**config.mk**
```make
export PLATFORM = sky130hd
export DESIGN_NAME = cache_fill_ctrl_p_flat
export DESIGN_NICKNAME = d
export VERILOG_FILES = /design/src/rtl/cache_pkg.sv /design/src/rtl/cache_fill_ctrl_p_if.sv /design/src/rtl/cache_fill_wrap_ctr.sv /design/src/rtl/cache_fill_ctrl_p.sv /design/src/flat_wrapper.sv
export SDC_FILE = /design/constraint.sdc
export NUM_CORES = 1
export LEC_CHECK = 0
export ABC_AREA = 1
export BUFFER_PORTS_ARGS = -buffer_cell sky130_fd_sc_hd__clkbuf_2
export CORE_MARGIN = 4
export CORE_UTILIZATION = 40
export DETAILED_ROUTE_END_ITERATION = 10
export PLACE_DENSITY = 0.71
export SETUP_SLACK_MARGIN = 0.05
export SYNTH_ARGS = -nofsm -noshare
export SYNTH_HDL_FRONTEND = slang
export SYNTH_SLANG_ARGS = --single-unit
```
**constraint.sdc**
```tcl
create_clock -name clk -period 2.15 [get_ports clk]
set_input_delay 0.3225 -clock clk [delete_from_list [all_inputs] [get_ports clk]]
set_output_delay 0.3225 -clock clk [all_outputs]
set_load 0.01 [all_outputs]
```
**src/rtl/cache_pkg.sv**
```systemverilog
// Shared definitions for the parametrised cache block fill controller:
// FSM state encoding, a constant-friendly ceil-log2 helper and the
// offset/counter widths that correspond to the default geometry.
package cache_pkg;

  typedef enum logic [1:0] {
    ST_IDLE   = 2'd0,
    ST_FILL   = 2'd1,
    ST_DRAIN  = 2'd2,
    ST_COMMIT = 2'd3
  } fill_state_e;

  // Ceil-log2 usable in parameter/localparam elaboration.
  function automatic int clog2(input int value);
    int res;
    res = 0;
    for (int i = 0; i < 31; i++) begin
      if ((32'sd1 <<< i) < value) begin
        res = i + 1;
      end else begin
        res = res;
      end
    end
    return res;
  endfunction

  localparam int DEF_ADDR_W      = 16;
  localparam int DEF_WORD_BYTES  = 2;
  localparam int DEF_BLOCK_WORDS = 8;
  localparam int OFF_W           = clog2(DEF_WORD_BYTES * DEF_BLOCK_WORDS);
  localparam int CNT_W           = clog2(DEF_BLOCK_WORDS) + 1;

endpackage

```
**src/rtl/cache_fill_ctrl_p_if.sv**
```systemverilog
// Bus between the fill controller, the tag-match stage, main memory and
// the data/tag arrays. The master side is the fill controller itself.
interface cache_fill_ctrl_p_if #(
  parameter int ADDR_W = cache_pkg::DEF_ADDR_W,
  parameter int OFF_W  = cache_pkg::OFF_W
) ();

  logic              miss_detected;
  logic [ADDR_W-1:0] miss_addr;
  logic              memory_data_valid;
  logic              fsm_busy;
  logic              mem_read;
  logic [ADDR_W-1:0] mem_read_addr;
  logic              write_data_array;
  logic [OFF_W-1:0]  cache_write_block_offset;
  logic              write_tag_array;
  logic [ADDR_W-1:0] base_addr;
  logic              critical_ready;

  modport master (
    input  miss_detected, miss_addr, memory_data_valid,
    output fsm_busy, mem_read, mem_read_addr, write_data_array,
           cache_write_block_offset, write_tag_array, base_addr, critical_ready
  );

  modport slave (
    output miss_detected, miss_addr, memory_data_valid,
    input  fsm_busy, mem_read, mem_read_addr, write_data_array,
           cache_write_block_offset, write_tag_array, base_addr, critical_ready
  );

endinterface

```
**src/rtl/cache_fill_wrap_ctr.sv**
```systemverilog
// Word counter for one side of a block fill (issue or write). Counts
// 0..BLOCK_WORDS and maps the count onto a word index that wraps inside the
// block, starting at start_word.
module cache_fill_wrap_ctr
  import cache_pkg::*;
#(
  parameter int BLOCK_WORDS = 8
) (
  input  logic                         clk,
  input  logic                         rst,
  input  logic                         clr,
  input  logic                         inc,
  input  logic [clog2(BLOCK_WORDS)-1:0] start_word,
  output logic [clog2(BLOCK_WORDS):0]   count,
  output logic [clog2(BLOCK_WORDS)-1:0] word_idx
);

  localparam int IDX_W    = clog2(BLOCK_WORDS);
  localparam int CNT_BITS = IDX_W + 1;

  logic [CNT_BITS-1:0] count_r;

  // Count words handled in this fill; saturate at a full block.
  always_ff @(posedge clk) begin
    if (rst) begin
      count_r <= {CNT_BITS{1'b0}};
    end else if (clr) begin
      count_r <= {CNT_BITS{1'b0}};
    end else if (inc && (count_r < CNT_BITS'(BLOCK_WORDS))) begin
      count_r <= count_r + CNT_BITS'(1);
    end else begin
      count_r <= count_r;
    end
  end

  // Power-of-two block: dropping the carry is the modulo-BLOCK_WORDS wrap.
  assign word_idx = start_word + count_r[IDX_W-1:0];
  assign count    = count_r;

endmodule

```
**src/rtl/cache_fill_ctrl_p.sv**
```systemverilog
// Cache block fill controller: on a miss it issues one read per block word,
// streams returning words into the data array (optionally critical word
// first), then commits the tag/valid bit in a dedicated one-cycle state.
module cache_fill_ctrl_p
  import cache_pkg::*;
#(
  parameter int ADDR_W      = 16,
  parameter int WORD_BYTES  = 2,
  parameter int BLOCK_WORDS = 8,
  parameter int CWF         = 0
) (
  input  logic                 clk,
  input  logic                 rst,
  cache_fill_ctrl_p_if.master  bus
);

  localparam int WB_W     = clog2(WORD_BYTES);
  localparam int IDX_W    = clog2(BLOCK_WORDS);
  localparam int OFF_BITS = clog2(WORD_BYTES * BLOCK_WORDS);
  localparam int CNT_BITS = IDX_W + 1;

  fill_state_e         state_r;
  fill_state_e         next_state_s;
  logic [ADDR_W-1:0]   base_addr_r;
  logic [IDX_W-1:0]    start_word_r;
  logic [IDX_W-1:0]    crit_word_r;
  logic [IDX_W-1:0]    miss_word_s;
  logic [CNT_BITS-1:0] issued_s;
  logic [CNT_BITS-1:0] returned_s;
  logic [IDX_W-1:0]    issue_idx_s;
  logic [IDX_W-1:0]    write_idx_s;
  logic                accept_miss_s;
  logic                busy_s;
  logic                fill_s;
  logic                wr_en_s;
  logic                commit_s;
  logic                last_issue_s;
  logic                last_write_s;
  logic                crit_s;
  logic [ADDR_W-1:0]   rd_addr_s;
  logic [OFF_BITS-1:0] wr_off_s;

  // Word index of the missed byte within its block.
  assign miss_word_s = IDX_W'(bus.miss_addr[OFF_BITS-1:0] >> WB_W);

  // State register.
  always_ff @(posedge clk) begin
    if (rst) begin
      state_r <= ST_IDLE;
    end else begin
      state_r <= next_state_s;
    end
  end

  // Next-state logic; the final write wins over the final issue so a
  // zero-drain fill goes straight from FILL to COMMIT.
  always_comb begin
    next_state_s = state_r;
    case (state_r)
      ST_IDLE: begin
        if (accept_miss_s) begin
          next_state_s = ST_FILL;
        end else begin
          next_state_s = ST_IDLE;
        end
      end
      ST_FILL: begin
        if (last_write_s) begin
          next_state_s = ST_COMMIT;
        end else if (last_issue_s) begin
          next_state_s = ST_DRAIN;
        end else begin
          next_state_s = ST_FILL;
        end
      end
      ST_DRAIN: begin
        if (last_write_s) begin
          next_state_s = ST_COMMIT;
        end else begin
          next_state_s = ST_DRAIN;
        end
      end
      ST_COMMIT: next_state_s = ST_IDLE;
      default:   next_state_s = ST_IDLE;
    endcase
  end

  // Output and control decode from the current state.
  always_comb begin
    accept_miss_s = 1'b0;
    busy_s        = 1'b0;
    fill_s        = 1'b0;
    wr_en_s       = 1'b0;
    commit_s      = 1'b0;
    case (state_r)
      ST_IDLE:   accept_miss_s = bus.miss_detected;
      ST_FILL: begin
        busy_s  = 1'b1;
        fill_s  = 1'b1;
        wr_en_s = bus.memory_data_valid;
      end
      ST_DRAIN: begin
        busy_s  = 1'b1;
        wr_en_s = bus.memory_data_valid;
      end
      ST_COMMIT: begin
        busy_s   = 1'b1;
        commit_s = 1'b1;
      end
      default: begin
        busy_s = 1'b0;
      end
    endcase

    last_issue_s = fill_s  & (issued_s   == CNT_BITS'(BLOCK_WORDS - 1));
    last_write_s = wr_en_s & (returned_s == CNT_BITS'(BLOCK_WORDS - 1));

    if (fill_s) begin
      rd_addr_s = base_addr_r | (ADDR_W'(issue_idx_s) << WB_W);
    end else begin
      rd_addr_s = {ADDR_W{1'b0}};
    end

    if (wr_en_s) begin
      wr_off_s = OFF_BITS'(write_idx_s) << WB_W;
      crit_s   = (write_idx_s == crit_word_r);
    end else begin
      wr_off_s = {OFF_BITS{1'b0}};
      crit_s   = 1'b0;
    end
  end

  // Miss context is captured only when a fill is accepted and held until
  // the next accepted miss, so misses seen while busy cannot disturb it.
  always_ff @(posedge clk) begin
    if (rst) begin
      base_addr_r  <= {ADDR_W{1'b0}};
      start_word_r <= {IDX_W{1'b0}};
      crit_word_r  <= {IDX_W{1'b0}};
    end else if (accept_miss_s) begin
      base_addr_r  <= {bus.miss_addr[ADDR_W-1:OFF_BITS], {OFF_BITS{1'b0}}};
      start_word_r <= (CWF != 0) ? miss_word_s : {IDX_W{1'b0}};
      crit_word_r  <= miss_word_s;
    end else begin
      base_addr_r  <= base_addr_r;
      start_word_r <= start_word_r;
      crit_word_r  <= crit_word_r;
    end
  end

  cache_fill_wrap_ctr #(.BLOCK_WORDS(BLOCK_WORDS)) u_issue_ctr (
    .clk        (clk),
    .rst        (rst),
    .clr        (commit_s),
    .inc        (fill_s),
    .start_word (start_word_r),
    .count      (issued_s),
    .word_idx   (issue_idx_s)
  );

  cache_fill_wrap_ctr #(.BLOCK_WORDS(BLOCK_WORDS)) u_write_ctr (
    .clk        (clk),
    .rst        (rst),
    .clr        (commit_s),
    .inc        (wr_en_s),
    .start_word (start_word_r),
    .count      (returned_s),
    .word_idx   (write_idx_s)
  );

  assign bus.fsm_busy                 = busy_s;
  assign bus.mem_read                 = fill_s;
  assign bus.mem_read_addr            = rd_addr_s;
  assign bus.write_data_array         = wr_en_s;
  assign bus.cache_write_block_offset = wr_off_s;
  assign bus.write_tag_array          = commit_s;
  assign bus.base_addr                = base_addr_r;
  assign bus.critical_ready           = crit_s;

endmodule

```
**src/flat_wrapper.sv**
```systemverilog
// flat-port wrapper written by rule: the top's interface ports become plain ports
module cache_fill_ctrl_p_flat import cache_pkg::*;
#(
  parameter int ADDR_W      = 16,
  parameter int WORD_BYTES  = 2,
  parameter int BLOCK_WORDS = 8,
  parameter int CWF         = 0
)
  (clk, rst, bus_miss_detected, bus_miss_addr, bus_memory_data_valid, bus_fsm_busy, bus_mem_read, bus_mem_read_addr, bus_write_data_array, bus_cache_write_block_offset, bus_write_tag_array, bus_base_addr, bus_critical_ready);
  cache_fill_ctrl_p_if #(.ADDR_W(ADDR_W), .OFF_W(4)) bus_i ();
  input  logic clk;
  input  logic rst;
  input wire logic [$bits(bus_i.miss_detected)-1:0] bus_miss_detected;
  input wire logic [$bits(bus_i.miss_addr)-1:0] bus_miss_addr;
  input wire logic [$bits(bus_i.memory_data_valid)-1:0] bus_memory_data_valid;
  output wire logic [$bits(bus_i.fsm_busy)-1:0] bus_fsm_busy;
  output wire logic [$bits(bus_i.mem_read)-1:0] bus_mem_read;
  output wire logic [$bits(bus_i.mem_read_addr)-1:0] bus_mem_read_addr;
  output wire logic [$bits(bus_i.write_data_array)-1:0] bus_write_data_array;
  output wire logic [$bits(bus_i.cache_write_block_offset)-1:0] bus_cache_write_block_offset;
  output wire logic [$bits(bus_i.write_tag_array)-1:0] bus_write_tag_array;
  output wire logic [$bits(bus_i.base_addr)-1:0] bus_base_addr;
  output wire logic [$bits(bus_i.critical_ready)-1:0] bus_critical_ready;
  assign bus_i.miss_detected = bus_miss_detected;
  assign bus_i.miss_addr = bus_miss_addr;
  assign bus_i.memory_data_valid = bus_memory_data_valid;
  assign bus_fsm_busy = bus_i.fsm_busy;
  assign bus_mem_read = bus_i.mem_read;
  assign bus_mem_read_addr = bus_i.mem_read_addr;
  assign bus_write_data_array = bus_i.write_data_array;
  assign bus_cache_write_block_offset = bus_i.cache_write_block_offset;
  assign bus_write_tag_array = bus_i.write_tag_array;
  assign bus_base_addr = bus_i.base_addr;
  assign bus_critical_ready = bus_i.critical_ready;
  cache_fill_ctrl_p #(.ADDR_W(ADDR_W), .WORD_BYTES(WORD_BYTES), .BLOCK_WORDS(BLOCK_WORDS), .CWF(CWF)) u_core (.clk(clk), .rst(rst), .bus(bus_i));
endmodule
```
==> impl_metrics.toml <==
[outcome]
status = "complete, no violations"

[timing]
clock.fmax_mhz = 508.8
fin_crit_ps = 1966
setup_violations = 0
final-hold-violation-count = 0
rsz0062_at_grt = "false"
slew_violations = 0
finalSetupTns_ps = 0
fin_crit_sh = 0.9142
fin_skew_ps = 6.350

[power]
p_per_area_nw_per_um2 = 1125
max-vdd-ir-drop_mv = 0.8503
total_power_mw = 1.800
leakagePower_nw = 0.9149

[clock_tree]
clock_latency_ps = 330
cts-hold-fix-buffers = 0
cts_tree = "built"
h-tree-depth = 1
cts_sinks = 25
root_buffer = "clkbuf_4"
cts_buffer_depth = 2
numCtsBuffers = 3
clk_pin_slew_ps = 140

[cells_and_area]
n_fill_cell = 348
drive_above_1_share = 0.3060
multi_input_area_sq_um = 611.8
syn_to_final_growth_pct = 26.16
final_core_util = 0.5238
n_antenna_cell = 0
fin_nets = 260
ff_latch_area_sq_um = 505.5

[detailed_routing]
routedWlPerCell_um = 10.16
drt_iter0_markers = 38
dr.pass1.iters = 4
post-route-drc-count = 0
via_per_inst = 4.348
wl_um = 2805
vias = 1200
ant_nets = 0

[floorplan]
start_util = 0.4152
die_w_um = 64.29
io_pins = 61
rows = 20
coreArea_sq_um = 3053
die_area_sq_um = 4133
die_y_um = 64.29

[critical_path]
worst_setup_path_end_kind = "output pin"
slowest_delay_ps = 390
critPathTopFamily = "flip-flops"
start_kind = "flop"
cp_max_fo = 6
required_ps = 1830
worst-path-buf-inv = 2
arrival_ps = 1640
path_cells = "inv_1 > ha_4 > nand2_4 > a21oi_1 > o211ai_1 > nor2_1 > clkbuf_2"
rrSetupSlack_ps = 750
slowest_stage = "dfxtp_4"
path_class = "reg2out"

[place]
portBuffers = 53
hpwl_um = 2162
gp_congestion = 0.7090

[global_routing]
grt_start_max_net_pins = 18
antenna_found_initial = 0
grt_pass1_vias = 1045
grt_pass1_wl_um = 4519
grtUsageTotal = 0.1351
gr-total-overflow = 0

[synthesis]
yosys_register_bits = 25
synth_seq_area_share = 0.3949
syn-instance-count = 178
avgSynthCellArea_sq_um = 7.121
yosysUniqueCellTypes = 24
yosys_warnings = 0
netlist_area_sq_um = 1267

[hold_path]
hold_path_class = "in2reg"

[run]
maxCapViolCount = 0
-- power breakdown --
| group | internal (mW) | switching, mW | leakage, nW | total (mW) |
|---|---|---|---|---|
| Sequential | 0.601 | 0.109 | 0.207 | 0.710 |
| Combinational | 0.346 | 0.525 | 0.694 | 0.871 |
| Clock | 0.0712 | 0.147 | 0.0139 | 0.219 |
| Total | 1.02 | 0.781 | 0.915 | 1.80 |
-- cells in the mapped netlist, drive strengths merged --
cell type,number,share of area
dfxtp,25,0.39
xnor2,1,0.0069
or2,1,0.0049
nand2,25,0.080
conb,1,0.0030
nand4,2,0.022
a31oi,1,0.0049
ha,7,0.069
xor2,1,0.0069
o21ai,21,0.083
o211ai,1,0.0059
clkbuf,1,0.0039
buf,10,0.061
nand3,2,0.0079
inv,29,0.086
a21oi,9,0.039
nor2,41,0.12
-- cells by family after synthesis --
logic type / after synthesis / share of synthesized area
simple gates: 71 / 0.2359
flops: 25 / 0.3949
compound gates: 32 / 0.1323
buf+inv: 40 / 0.1510
fa+ha+maj: 7 / 0.06910
other cells: 1 / 0.002959
xor+xnor: 2 / 0.01382
-- metrics by stage --
step	setup slack, ps	std cells	hold slack (ps)	instance area, sq um
after floorplan	620.2	183	459.9	1286
after global placement	444.7	272	488.8	1546
after detailed placement	433.0	272	490.9	1546
after CTS	57.16	276	218.5	1577
after global routing	35.07	276	228.8	1599
final	184.5	276	221.9	1599
-- worst reg2reg max path, stage by stage (launching register included) --
cell and delay [ps]:
dfxtp_2 370, inv_1 90, ha_1 200, buf_4 180, or2_2 290, nand4_1 80, a21oi_1 80
-- cell usage in the layout (no fill, tap or decap), types with 2 or more instances in the layout --
cell,count
dfxtp_1,23
inv_2,2
nor2_1,41
conb_1,6
a21oi_1,8
clkbuf_2,53
inv_1,27
buf_4,3
clkbuf_4,3
nand2_2,2
nand2_1,22
nand3_1,2
o21ai_0,20
ha_1,6
-- worst paths after layout --
| check | startpoint | end | cells past startpoint |
|---|---|---|---|
| max reg2reg | flop | u_core.state_r[0] | 6 |
| max | u_core.state_r[0] | bus_critical_ready | 7 |
| min reg2reg | u_core.state_r[0] | flop | 1 |
| min | bus_miss_addr[1] | u_core.crit_word_r[0] | 3 |
-- metal layers --
layer / GRT usage / wire length [um] / up-vias
met5: 0 / 0 / -
met4: 0.02375 / 17 / 0
met3: 0.04218 / 222 / 2
met2: 0.2345 / 1344 / 40
met1: 0.1647 / 1221 / 515
li1: - / - / 643
-- sequential cells by signal, indices dropped and copies added, names as in the netlist, named ones only --
register / count
u_core.state_r: 1
u_core.crit_word_r: 3
u_core.bus.base_addr: 12
u_core.u_write_ctr.count: 4
u_core.u_issue_ctr.count: 4
-- final cells by class --
class | instances | area share
multi-input cells | 118 | 0.3826
flip-flops and latches | 25 | 0.3161
repair buffers | 56 | 0.1800
inverters | 29 | 0.06808
well taps | 44 | 0.03443
clock buffers | 3 | 0.01408
clock inverters | 1 | 0.004695
-- repair_timing --
item                       in CTS  in global routing
gates resized for setup         0                  5
buffers inserted                0                  0
setup endpoints to repair       0                  1
Note: power is estimated with default switching activity, not from simulation.
